$ cat src/rtl/cc_pkg.sv
// Shared decode-stage types: opcodes, immediate-select codes and the decoded entry record.
// imm_gen uses the same imm_sel_e encoding.
package cc_pkg;

    // Width of the pc field carried inside dec_entry_t.
    localparam int unsigned PcW = 16;

    typedef enum logic [6:0] {
        OpNop  = 7'h00,
        OpLd   = 7'h01,
        OpSt   = 7'h02,
        OpBr   = 7'h03,
        OpLdi  = 7'h04,
        OpLdui = 7'h05,
        OpAdd  = 7'h06
    } opcode_e;

    typedef enum logic [2:0] {
        SelNone    = 3'd0,
        SelImmM    = 3'd1,
        SelImmBr   = 3'd2,
        SelImmLdi  = 3'd3,
        SelImmLdui = 3'd4
    } imm_sel_e;

    typedef struct packed {
        logic [PcW-1:0] pc;
        logic [6:0]     opcode;
        logic [24:0]    imm_src;
        imm_sel_e       imm_sel;
        logic [4:0]     rd;
        logic [4:0]     rs1;
        logic [4:0]     rs2;
        logic           rd_we;
        logic           illegal;
    } dec_entry_t;

    typedef struct packed {
        imm_sel_e imm_sel;
        logic     rd_we;
        logic     illegal;
    } op_ctrl_t;

    function automatic op_ctrl_t decode_op(logic [6:0] op);
        op_ctrl_t c;
        c.imm_sel = SelNone;
        c.rd_we   = 1'b0;
        c.illegal = 1'b0;
        case (op)
            OpNop:  ;
            OpLd:   begin c.imm_sel = SelImmM;    c.rd_we = 1'b1; end
            OpSt:   c.imm_sel = SelImmM;
            OpBr:   c.imm_sel = SelImmBr;
            OpLdi:  begin c.imm_sel = SelImmLdi;  c.rd_we = 1'b1; end
            OpLdui: begin c.imm_sel = SelImmLdui; c.rd_we = 1'b1; end
            OpAdd:  c.rd_we = 1'b1;
            default: c.illegal = 1'b1;
        endcase
        return c;
    endfunction

endpackage

$ cat src/rtl/cc_decode_stage_if.sv
// Fetch-side and decode-output handshake bundle of the decode stage.
// master: the surrounding pipeline; slave: the decode stage itself.
interface cc_decode_stage_if #(
    parameter int unsigned PC_W = 16
);
    logic            in_valid;
    logic            in_ready;
    logic [31:0]     in_instr;
    logic [PC_W-1:0] in_pc;

    logic            out_valid;
    logic            out_ready;
    logic [PC_W-1:0] out_pc;
    logic [6:0]      out_opcode;
    logic [24:0]     out_imm_src;
    logic [2:0]      out_imm_sel;
    logic [4:0]      out_rd;
    logic [4:0]      out_rs1;
    logic [4:0]      out_rs2;
    logic            out_rd_we;
    logic            out_illegal;

    modport master (
        output in_valid, in_instr, in_pc, out_ready,
        input  in_ready, out_valid, out_pc, out_opcode, out_imm_src, out_imm_sel,
               out_rd, out_rs1, out_rs2, out_rd_we, out_illegal
    );

    modport slave (
        input  in_valid, in_instr, in_pc, out_ready,
        output in_ready, out_valid, out_pc, out_opcode, out_imm_src, out_imm_sel,
               out_rd, out_rs1, out_rs2, out_rd_we, out_illegal
    );
endinterface

$ cat src/rtl/cc_skid_buf.sv
// Two-entry skid buffer (main + skid) with registered ready and synchronous flush.
// Ready depends only on skid occupancy and flush, never on out_ready.
module cc_skid_buf #(
    parameter type payload_t = logic [7:0]
) (
    input  logic     clk,
    input  logic     rst_n,
    input  logic     flush,
    input  logic     in_valid,
    output logic     in_ready,
    input  payload_t in_data,
    output logic     in_fire,
    output logic     out_valid,
    input  logic     out_ready,
    output payload_t out_data,
    output logic     out_fire
);
    payload_t main_q, main_d, skid_q, skid_d;
    logic     main_valid_q, main_valid_d, skid_valid_q, skid_valid_d;

    assign in_ready  = !skid_valid_q && !flush;
    assign in_fire   = in_valid && in_ready;
    assign out_valid = main_valid_q;
    assign out_data  = main_q;
    // A flush overrides a simultaneous output transfer.
    assign out_fire  = main_valid_q && out_ready && !flush;

    always_comb begin
        main_d       = main_q;
        main_valid_d = main_valid_q;
        skid_d       = skid_q;
        skid_valid_d = skid_valid_q;
        if (flush) begin
            main_valid_d = 1'b0;
            skid_valid_d = 1'b0;
        end else if (!main_valid_q || out_ready) begin
            if (skid_valid_q) begin
                main_d       = skid_q;
                main_valid_d = 1'b1;
                skid_valid_d = 1'b0;
            end else begin
                main_valid_d = in_fire;
                if (in_fire) begin
                    main_d = in_data;
                end
            end
        end else if (in_fire) begin
            skid_d       = in_data;
            skid_valid_d = 1'b1;
        end
    end

    always_ff @(posedge clk) begin
        if (!rst_n) begin
            main_q       <= '0;
            skid_q       <= '0;
            main_valid_q <= 1'b0;
            skid_valid_q <= 1'b0;
        end else begin
            main_q       <= main_d;
            skid_q       <= skid_d;
            main_valid_q <= main_valid_d;
            skid_valid_q <= skid_valid_d;
        end
    end

endmodule

$ cat src/rtl/cc_decode_stage.sv
// Classic-core decode stage: combinational field split and opcode decode ahead of a skid buffer.
// Optional performance counters are built only when CC_DEC_PERF_CNT_EN is defined.
module cc_decode_stage
    import cc_pkg::*;
#(
    parameter int unsigned PC_W  = 16,
    parameter int unsigned CNT_W = 32
) (
    input  logic               clk,
    input  logic               rst_n,
    input  logic               flush,
    cc_decode_stage_if.slave   bus,
    output logic               err_illegal,
    input  logic               err_clr,
    output logic [CNT_W-1:0]   perf_instr_cnt,
    output logic [CNT_W-1:0]   perf_stall_cnt
);
    op_ctrl_t   ctrl;
    dec_entry_t dec_entry;
    dec_entry_t held;
    logic       in_fire;
    logic       out_fire;
    logic       out_valid;
    logic       err_q;

    always_comb begin
        ctrl              = decode_op(bus.in_instr[31:25]);
        dec_entry         = '0;
        dec_entry.pc      = PcW'(bus.in_pc);
        dec_entry.opcode  = bus.in_instr[31:25];
        dec_entry.imm_src = bus.in_instr[24:0];
        dec_entry.imm_sel = ctrl.imm_sel;
        dec_entry.rd      = bus.in_instr[24:20];
        dec_entry.rs1     = bus.in_instr[19:15];
        dec_entry.rs2     = bus.in_instr[14:10];
        dec_entry.rd_we   = ctrl.rd_we;
        dec_entry.illegal = ctrl.illegal;
    end

    cc_skid_buf #(
        .payload_t (dec_entry_t)
    ) u_skid (
        .clk       (clk),
        .rst_n     (rst_n),
        .flush     (flush),
        .in_valid  (bus.in_valid),
        .in_ready  (bus.in_ready),
        .in_data   (dec_entry),
        .in_fire   (in_fire),
        .out_valid (out_valid),
        .out_ready (bus.out_ready),
        .out_data  (held),
        .out_fire  (out_fire)
    );

    assign bus.out_valid   = out_valid;
    assign bus.out_pc      = PC_W'(held.pc);
    assign bus.out_opcode  = held.opcode;
    assign bus.out_imm_src = held.imm_src;
    assign bus.out_imm_sel = held.imm_sel;
    assign bus.out_rd      = held.rd;
    assign bus.out_rs1     = held.rs1;
    assign bus.out_rs2     = held.rs2;
    assign bus.out_rd_we   = held.rd_we;
    assign bus.out_illegal = held.illegal;

    // Setting wins over a simultaneous clear; flush leaves the flag alone.
    always_ff @(posedge clk) begin
        if (!rst_n) begin
            err_q <= 1'b0;
        end else if (in_fire && dec_entry.illegal) begin
            err_q <= 1'b1;
        end else if (err_clr) begin
            err_q <= 1'b0;
        end
    end

    assign err_illegal = err_q;

`ifdef CC_DEC_PERF_CNT_EN
    logic [CNT_W-1:0] instr_cnt_q;
    logic [CNT_W-1:0] stall_cnt_q;

    always_ff @(posedge clk) begin
        if (!rst_n) begin
            instr_cnt_q <= '0;
            stall_cnt_q <= '0;
        end else begin
            if (out_fire && !(&instr_cnt_q)) begin
                instr_cnt_q <= instr_cnt_q + CNT_W'(1);
            end
            if (out_valid && !bus.out_ready && !(&stall_cnt_q)) begin
                stall_cnt_q <= stall_cnt_q + CNT_W'(1);
            end
        end
    end

    assign perf_instr_cnt = instr_cnt_q;
    assign perf_stall_cnt = stall_cnt_q;
`else
    logic perf_unused;
    assign perf_unused    = out_fire;
    assign perf_instr_cnt = '0;
    assign perf_stall_cnt = '0;
`endif

endmodule

$ cat src/flat_wrapper.sv
// flat-port wrapper written by rule: the top's interface ports become plain ports
module cc_decode_stage_flat import cc_pkg::*;
#(
    parameter int unsigned PC_W  = 16,
    parameter int unsigned CNT_W = 32
)
  (clk, rst_n, flush, err_illegal, err_clr, perf_instr_cnt, perf_stall_cnt, bus_in_valid, bus_in_instr, bus_in_pc, bus_out_ready, bus_in_ready, bus_out_valid, bus_out_pc, bus_out_opcode, bus_out_imm_src, bus_out_imm_sel, bus_out_rd, bus_out_rs1, bus_out_rs2, bus_out_rd_we, bus_out_illegal);
  cc_decode_stage_if #(.PC_W(PC_W)) bus_i ();
  input  logic clk;
  input  logic rst_n;
  input  logic flush;
  output logic err_illegal;
  input  logic err_clr;
  output logic [CNT_W-1:0] perf_instr_cnt;
  output logic [CNT_W-1:0] perf_stall_cnt;
  input wire logic [$bits(bus_i.in_valid)-1:0] bus_in_valid;
  input wire logic [$bits(bus_i.in_instr)-1:0] bus_in_instr;
  input wire logic [$bits(bus_i.in_pc)-1:0] bus_in_pc;
  input wire logic [$bits(bus_i.out_ready)-1:0] bus_out_ready;
  output wire logic [$bits(bus_i.in_ready)-1:0] bus_in_ready;
  output wire logic [$bits(bus_i.out_valid)-1:0] bus_out_valid;
  output wire logic [$bits(bus_i.out_pc)-1:0] bus_out_pc;
  output wire logic [$bits(bus_i.out_opcode)-1:0] bus_out_opcode;
  output wire logic [$bits(bus_i.out_imm_src)-1:0] bus_out_imm_src;
  output wire logic [$bits(bus_i.out_imm_sel)-1:0] bus_out_imm_sel;
  output wire logic [$bits(bus_i.out_rd)-1:0] bus_out_rd;
  output wire logic [$bits(bus_i.out_rs1)-1:0] bus_out_rs1;
  output wire logic [$bits(bus_i.out_rs2)-1:0] bus_out_rs2;
  output wire logic [$bits(bus_i.out_rd_we)-1:0] bus_out_rd_we;
  output wire logic [$bits(bus_i.out_illegal)-1:0] bus_out_illegal;
  assign bus_i.in_valid = bus_in_valid;
  assign bus_i.in_instr = bus_in_instr;
  assign bus_i.in_pc = bus_in_pc;
  assign bus_i.out_ready = bus_out_ready;
  assign bus_in_ready = bus_i.in_ready;
  assign bus_out_valid = bus_i.out_valid;
  assign bus_out_pc = bus_i.out_pc;
  assign bus_out_opcode = bus_i.out_opcode;
  assign bus_out_imm_src = bus_i.out_imm_src;
  assign bus_out_imm_sel = bus_i.out_imm_sel;
  assign bus_out_rd = bus_i.out_rd;
  assign bus_out_rs1 = bus_i.out_rs1;
  assign bus_out_rs2 = bus_i.out_rs2;
  assign bus_out_rd_we = bus_i.out_rd_we;
  assign bus_out_illegal = bus_i.out_illegal;
  cc_decode_stage #(.PC_W(PC_W), .CNT_W(CNT_W)) u_core (.clk(clk), .rst_n(rst_n), .flush(flush), .bus(bus_i), .err_illegal(err_illegal), .err_clr(err_clr), .perf_instr_cnt(perf_instr_cnt), .perf_stall_cnt(perf_stall_cnt));
endmodule
$ cat config.mk
export PLATFORM = sky130hd
export DESIGN_NAME = cc_decode_stage_flat
export DESIGN_NICKNAME = d
export VERILOG_FILES = /design/src/rtl/cc_pkg.sv /design/src/rtl/cc_decode_stage_if.sv /design/src/rtl/cc_skid_buf.sv /design/src/rtl/cc_decode_stage.sv /design/src/flat_wrapper.sv
export SDC_FILE = /design/constraint.sdc
export NUM_CORES = 1
export LEC_CHECK = 0
export ABC_AREA = 1
export ABC_CLOCK_PERIOD_IN_PS = 1800
export BUFFER_PORTS_ARGS = -buffer_cell sky130_fd_sc_hd__clkbuf_2
export CORE_UTILIZATION = 50
export CTS_CLUSTER_DIAMETER = 200
export DETAILED_ROUTE_END_ITERATION = 10
export GPL_ROUTABILITY_DRIVEN = 0
export PLACE_DENSITY = 0.81
export SLEW_MARGIN = 25
export SYNTH_ARGS = -nofsm -noshare
export SYNTH_HDL_FRONTEND = slang
export SYNTH_SLANG_ARGS = --single-unit
$ cat constraint.sdc
create_clock -name clk -period 1.8 [get_ports clk]
set_input_delay 0 -clock clk [delete_from_list [all_inputs] [get_ports clk]]
set_output_delay 0 -clock clk [all_outputs]
set_load 0.02 [all_outputs]
# Word-level counts from Yosys, hierarchy flattened
# Index checks and enable logic that the tools add are counted.
# totals
regBits	139
output_inout_bits	135
# classes
eq_ne	6
mux	8
bitwise_logic	3
reduce_logical	17
# op_table
operator	count
68-bit 2-to-1 mux	2
7-bit by 3-bit equality test with 1-bit output (second input constant)	3
7-bit by 2-bit equality test with 1-bit output (second input constant)	2
3-bit one-hot mux with 4 select lines	1
7-bit by 1-bit equality test with 1-bit output (second input constant)	1
7-bit zero test	1
7-bit OR reduction	1
3-bit AND reduction	2
1-bit 2-to-1 mux	5
2-bit nonzero test	2
2-bit OR reduction	2
4-bit OR reduction	1
1-bit logical AND	3
1-bit zero test	3
1-bit NOT	3
3-bit OR reduction	1
1-bit logical OR	1

# Logic depth before layout (Yosys ltp)
# depth
word_depth	5
mapped_depth	9

# Modules after synthesis
# From an unflattened synthesis, not the netlist that was laid out.
# hier_totals
cells_unflattened	1137
area_unflattened_um2	7106.8
# by_module_without_submodules
mod	instances	cells_per_inst	area_per_inst_um2	seq_area_each_um2
cc_skid_buf	1	1038	6412.4	2762.6
cc_decode_stage	1	99	694.4	20.0

# Least setup slack after synthesis
# OpenSTA, ideal clock, no wires.
# synth_timing
kind	flip-flop to flip-flop
from	register u_core.u_skid.main_valid_q (netlist: u_core.u_skid.out_valid)
to	register u_core.u_skid.main_q (netlist bit u_core.u_skid.out_data[16])
t_arrival_ns	1.245
t_required_ns	1.684
path_slack_ns	0.439
stages_incl_launch_ff	7
n_path_buf	2
path_cell_list	dfxtp_1 inv_1 nor2_4 nor2_4 buf_4 buf_6 o211a_1
# synth_between
elab_chain_cells	3
# synth_lines
element	line_no	source
start: declaration	cc_skid_buf.sv:19	logic main_valid_q, main_valid_d, skid_valid_q, skid_valid_d;
start signal: assignment	cc_skid_buf.sv:62	main_valid_q <= main_valid_d;
1-bit zero test	cc_skid_buf.sv:36	end else if (!main_valid_q || out_ready) begin
1-bit logical OR	cc_skid_buf.sv:36	
3-bit AND reduction (no source line)	n/a	
end signal: assignment	cc_skid_buf.sv:60	main_q <= main_d;
end: declaration	cc_skid_buf.sv:18	payload_t main_q, main_d, skid_q, skid_d;
# No other way between the ends.
# A chain may end at the register's enable or synchronous reset.

# Worst setup path after layout
# layout_timing
from	register u_core.u_skid.skid_valid_q
to	register u_core.u_skid.main_valid_q (netlist: u_core.u_skid.out_valid)
# layout_between
elab_chain_cells	4
# layout_lines
element	line_no	source
start: declaration	cc_skid_buf.sv:19	
start signal: assignment	cc_skid_buf.sv:63	skid_valid_q <= skid_valid_d;
1-bit zero test	cc_skid_buf.sv:21	assign in_ready = !skid_valid_q && !flush;
1-bit logical AND	cc_skid_buf.sv:21	
1-bit logical AND	cc_skid_buf.sv:22	assign in_fire = in_valid && in_ready;
1-bit 2-to-1 mux *	cc_skid_buf.sv:37	if (skid_valid_q) begin
# Mark *: on every way between the ends. The rest lies on a longest branch, timed or not.

==> flow_summary.yaml <==
yosys:
  syn_area_um2: 5110
  synthAdderAreaFrac: 0
  yosys_warnings: 0
  synth_compound_area_frac: 0.214
  synth_top_area_cell: "dfxtp_1"
  syn_inst: 696
  synth.avg_cell_area_um2: 7.35
  synth_area_leaders: "dfxtp_1, o21ai_0, buf_4"
  synth_cell_types: 23
  yosys.area_share.simple: 0.153
  ys_ff_latch: 109
  synth.area.mux_share: 0
  seq_area_frac_synth: 0.427
  yosys.area_share.xor_xnor: 0
  synth_top_cell_area_share: 0.427
  synth_top_family_by_area: "compound AO/OA/AOI/OAI gates"
grt:
  antenna_found_initial: 0
  grt-ovfl-total: 0
  grt_start_max_net_pins: 56
  grt_usage: 0.217
  grt_pass1_vias: 4031
  grt_first_pass_wirelength_um: 18000
place:
  place_hpwl_um: 7170
  dp_slack_ns: 0.198
  portBuffers: 124
run_status:
  status: "complete, no violations"
clock_network:
  clk_path_buf_depth: 2
  clk_pin_slew_ns: 0.10
  cts_htree_levels: 3
  cts_num_sinks: 109
  post_cts_buffers: 0
  clock_latency_ns: 0.37
  ctsResizeCount: 0
  root_buffer: "clkbuf_8"
  tritoncts: "built"
  cts_buffers: 9
die:
  core-area_um2: 9860
  start_util: 0.519
  io_pins: 189
  die_h_um: 103
  die_x_um: 103
  dieArea_um2: 10600
  row_count: 36
detailed_routing:
  routedWlPerCell_um: 11.6
  wl_um: 11300
  ant_nets: 0
  viasPerCell: 4.66
  dr.pass1.iters: 5
  vias: 4525
  drt-initial-drc-count: 154
  drc_errors: 0
critical_path:
  crit_type: "reg -> reg"
  rrSetupSlack_ns: 0.15
  r2r-end: "u_core.u_skid.out_valid$_SDFFE_PP0P_"
  cp.arrival_ns: 1.92
  startpoint_type: "flip-flop"
  rr_worst_depth: 5
  r2r-start: "u_core.u_skid.skid_valid_q$_SDFFE_PP0P_"
  critPathRequiredTime_ns: 2.07
  end_kind: "flip-flop"
  critPathMaxFanout: 55
timing:
  finalSetupTns_ns: 0
  fin_skew_ns: 0.0142
  rsz0062_at_grt: "no"
  setup_slack_ns: 0.149
  fmax_ghz: 0.606
  period_needed_ns: 1.65
  post-route-period-util: 0.917
  hold_viol_final: 0
  setup_viol: 0
  slew_violations: 0
min_path:
  holdPathStages: 5
  hold_start: "bus_in_valid"
  hp-class: "in -> reg"
  holdPathEnd: "u_core.u_skid.skid_valid_q$_SDFFE_PP0P_"
cells_and_area:
  nets: 887
  final_cell_mix: "o21ai_0, clkbuf_2, nor2_1, dfxtp_1, nand2_1"
  diodes: 0
  layout_commonest_cell: "o21ai_0"
  drive_gt1_frac: 0.192
  syn_to_final_growth_pct: 19.8
run:
  maxCapViolations: 0
power:
  irDropWorstVdd_uv: 522
  p_leak_nw: 3.02
  p_per_area_nw_per_um2: 792
==> cell usage after synthesis <==
cell type and instances:
o21ai_0 138, nor2_1 112, dfxtp_1 109, buf_4 89, nand2_1 71, inv_1 56, a21oi_1 52, clkbuf_1 20
buf_2 9, o21ai_1 8, nand3_1 5, buf_6 4, nor2_4 4, o211a_1 4, a211oi_1 3, inv_2 3
nand2_2 2, nand4_1 2, conb_1 1, o211ai_1 1, o21a_1 1, o21ai_4 1, o31ai_1 1
==> power breakdown <==
| group | switching [W] | total [W] | internal (W) | leakage, nW |
|---|---|---|---|---|
| Clock | 0.000848 | 0.00150 | 0.000652 | 0.100 |
| Sequential | 0.0000516 | 0.00256 | 0.00250 | 0.889 |
| Combinational | 0.000525 | 0.000799 | 0.000275 | 2.03 |
| Total | 0.00142 | 0.00486 | 0.00343 | 3.02 |
==> per-layer routing <==
metal / track usage / wire length [um] / up-vias
li1: - / - / 2361
met1: 0.265 / 5070 / 2013
met2: 0.383 / 5600 / 140
met3: 0.0386 / 494 / 11
met4: 0.0780 / 134 / 0
met5: 0 / 0 / -
==> area by class of cell <==
cell class	count	area, um2
flip-flops and latches	109	2180
multi-input cells	469	2110
clock buffers	9	124
repair buffers	185	1240
inverters	59	221
clock inverters	7	73.8
fillers	901	3740
well taps	133	166
==> worst max-delay path, cell delays in order (launching register included) <==
cell and delay [ns]:
dfxtp_2 0.42, buf_4 0.44, inv_1 0.30, nand2_1 0.13
inv_1 0.05, o31ai_1 0.20
==> through the flow <==
stage | instance area [um2] | cells | utilization | power (W) | hold slack, ns
final | 6130 | 971 | 0.621 | 0.00486 | 0.0577
after CTS | 6130 | 971 | 0.621 | 0.00490 | 0.0433
after global placement | 5420 | 904 | 0.549 | 0.00331 | 0.242
after global routing | 6130 | 971 | 0.621 | 0.00510 | 0.0615
after floorplan | 5350 | 759 | - | 0.00322 | 0.0315
after detailed placement | 5420 | 904 | 0.549 | 0.00332 | 0.249
==> what timing repair did <==
action | 4_1_cts | 5_1_grt
hold endpoints to repair | 56 | 0
hold buffers | 51 | 0
endpoints found under the setup margin | 0 | 0
==> registers in the layout (all words and copies together), names as in the netlist <==
name                        cells
u_core.u_skid.out_data         53
u_core.u_skid.skid_q           53
u_core.err_illegal              1
u_core.u_skid.out_valid         1
u_core.u_skid.skid_valid_q      1
==> cells by family (layout without fill, tap and decap cells) <==
logic type | after synthesis | in the layout
DFF | 109 | 109
other | 1 | 64
AOI/OAI and AO/OA | 209 | 209
buffers and inverters | 181 | 260
and+or+nand+nor | 196 | 196
==> worst max path at each step <==
stage | start | endpoint | slack [ns] | cells past startpoint
after floorplan | u_core.u_skid.out_valid$_SDFFE_PP0P_ | u_core.u_skid.out_data[16]$_SDFFE_PN0P_ | 0.44 | 6
after global placement | u_core.u_skid.skid_valid_q$_SDFFE_PP0P_ | u_core.u_skid.out_valid$_SDFFE_PP0P_ | 0.24 | 5
after detailed placement | u_core.u_skid.skid_valid_q$_SDFFE_PP0P_ | u_core.u_skid.out_valid$_SDFFE_PP0P_ | 0.20 | 5
after CTS | u_core.u_skid.skid_valid_q$_SDFFE_PP0P_ | u_core.u_skid.out_valid$_SDFFE_PP0P_ | 0.17 | 5
after global routing | u_core.u_skid.skid_valid_q$_SDFFE_PP0P_ | u_core.u_skid.out_valid$_SDFFE_PP0P_ | 0.03 | 5
final | u_core.u_skid.skid_valid_q$_SDFFE_PP0P_ | u_core.u_skid.out_valid$_SDFFE_PP0P_ | 0.15 | 5
(Power assumes the default switching activity.)
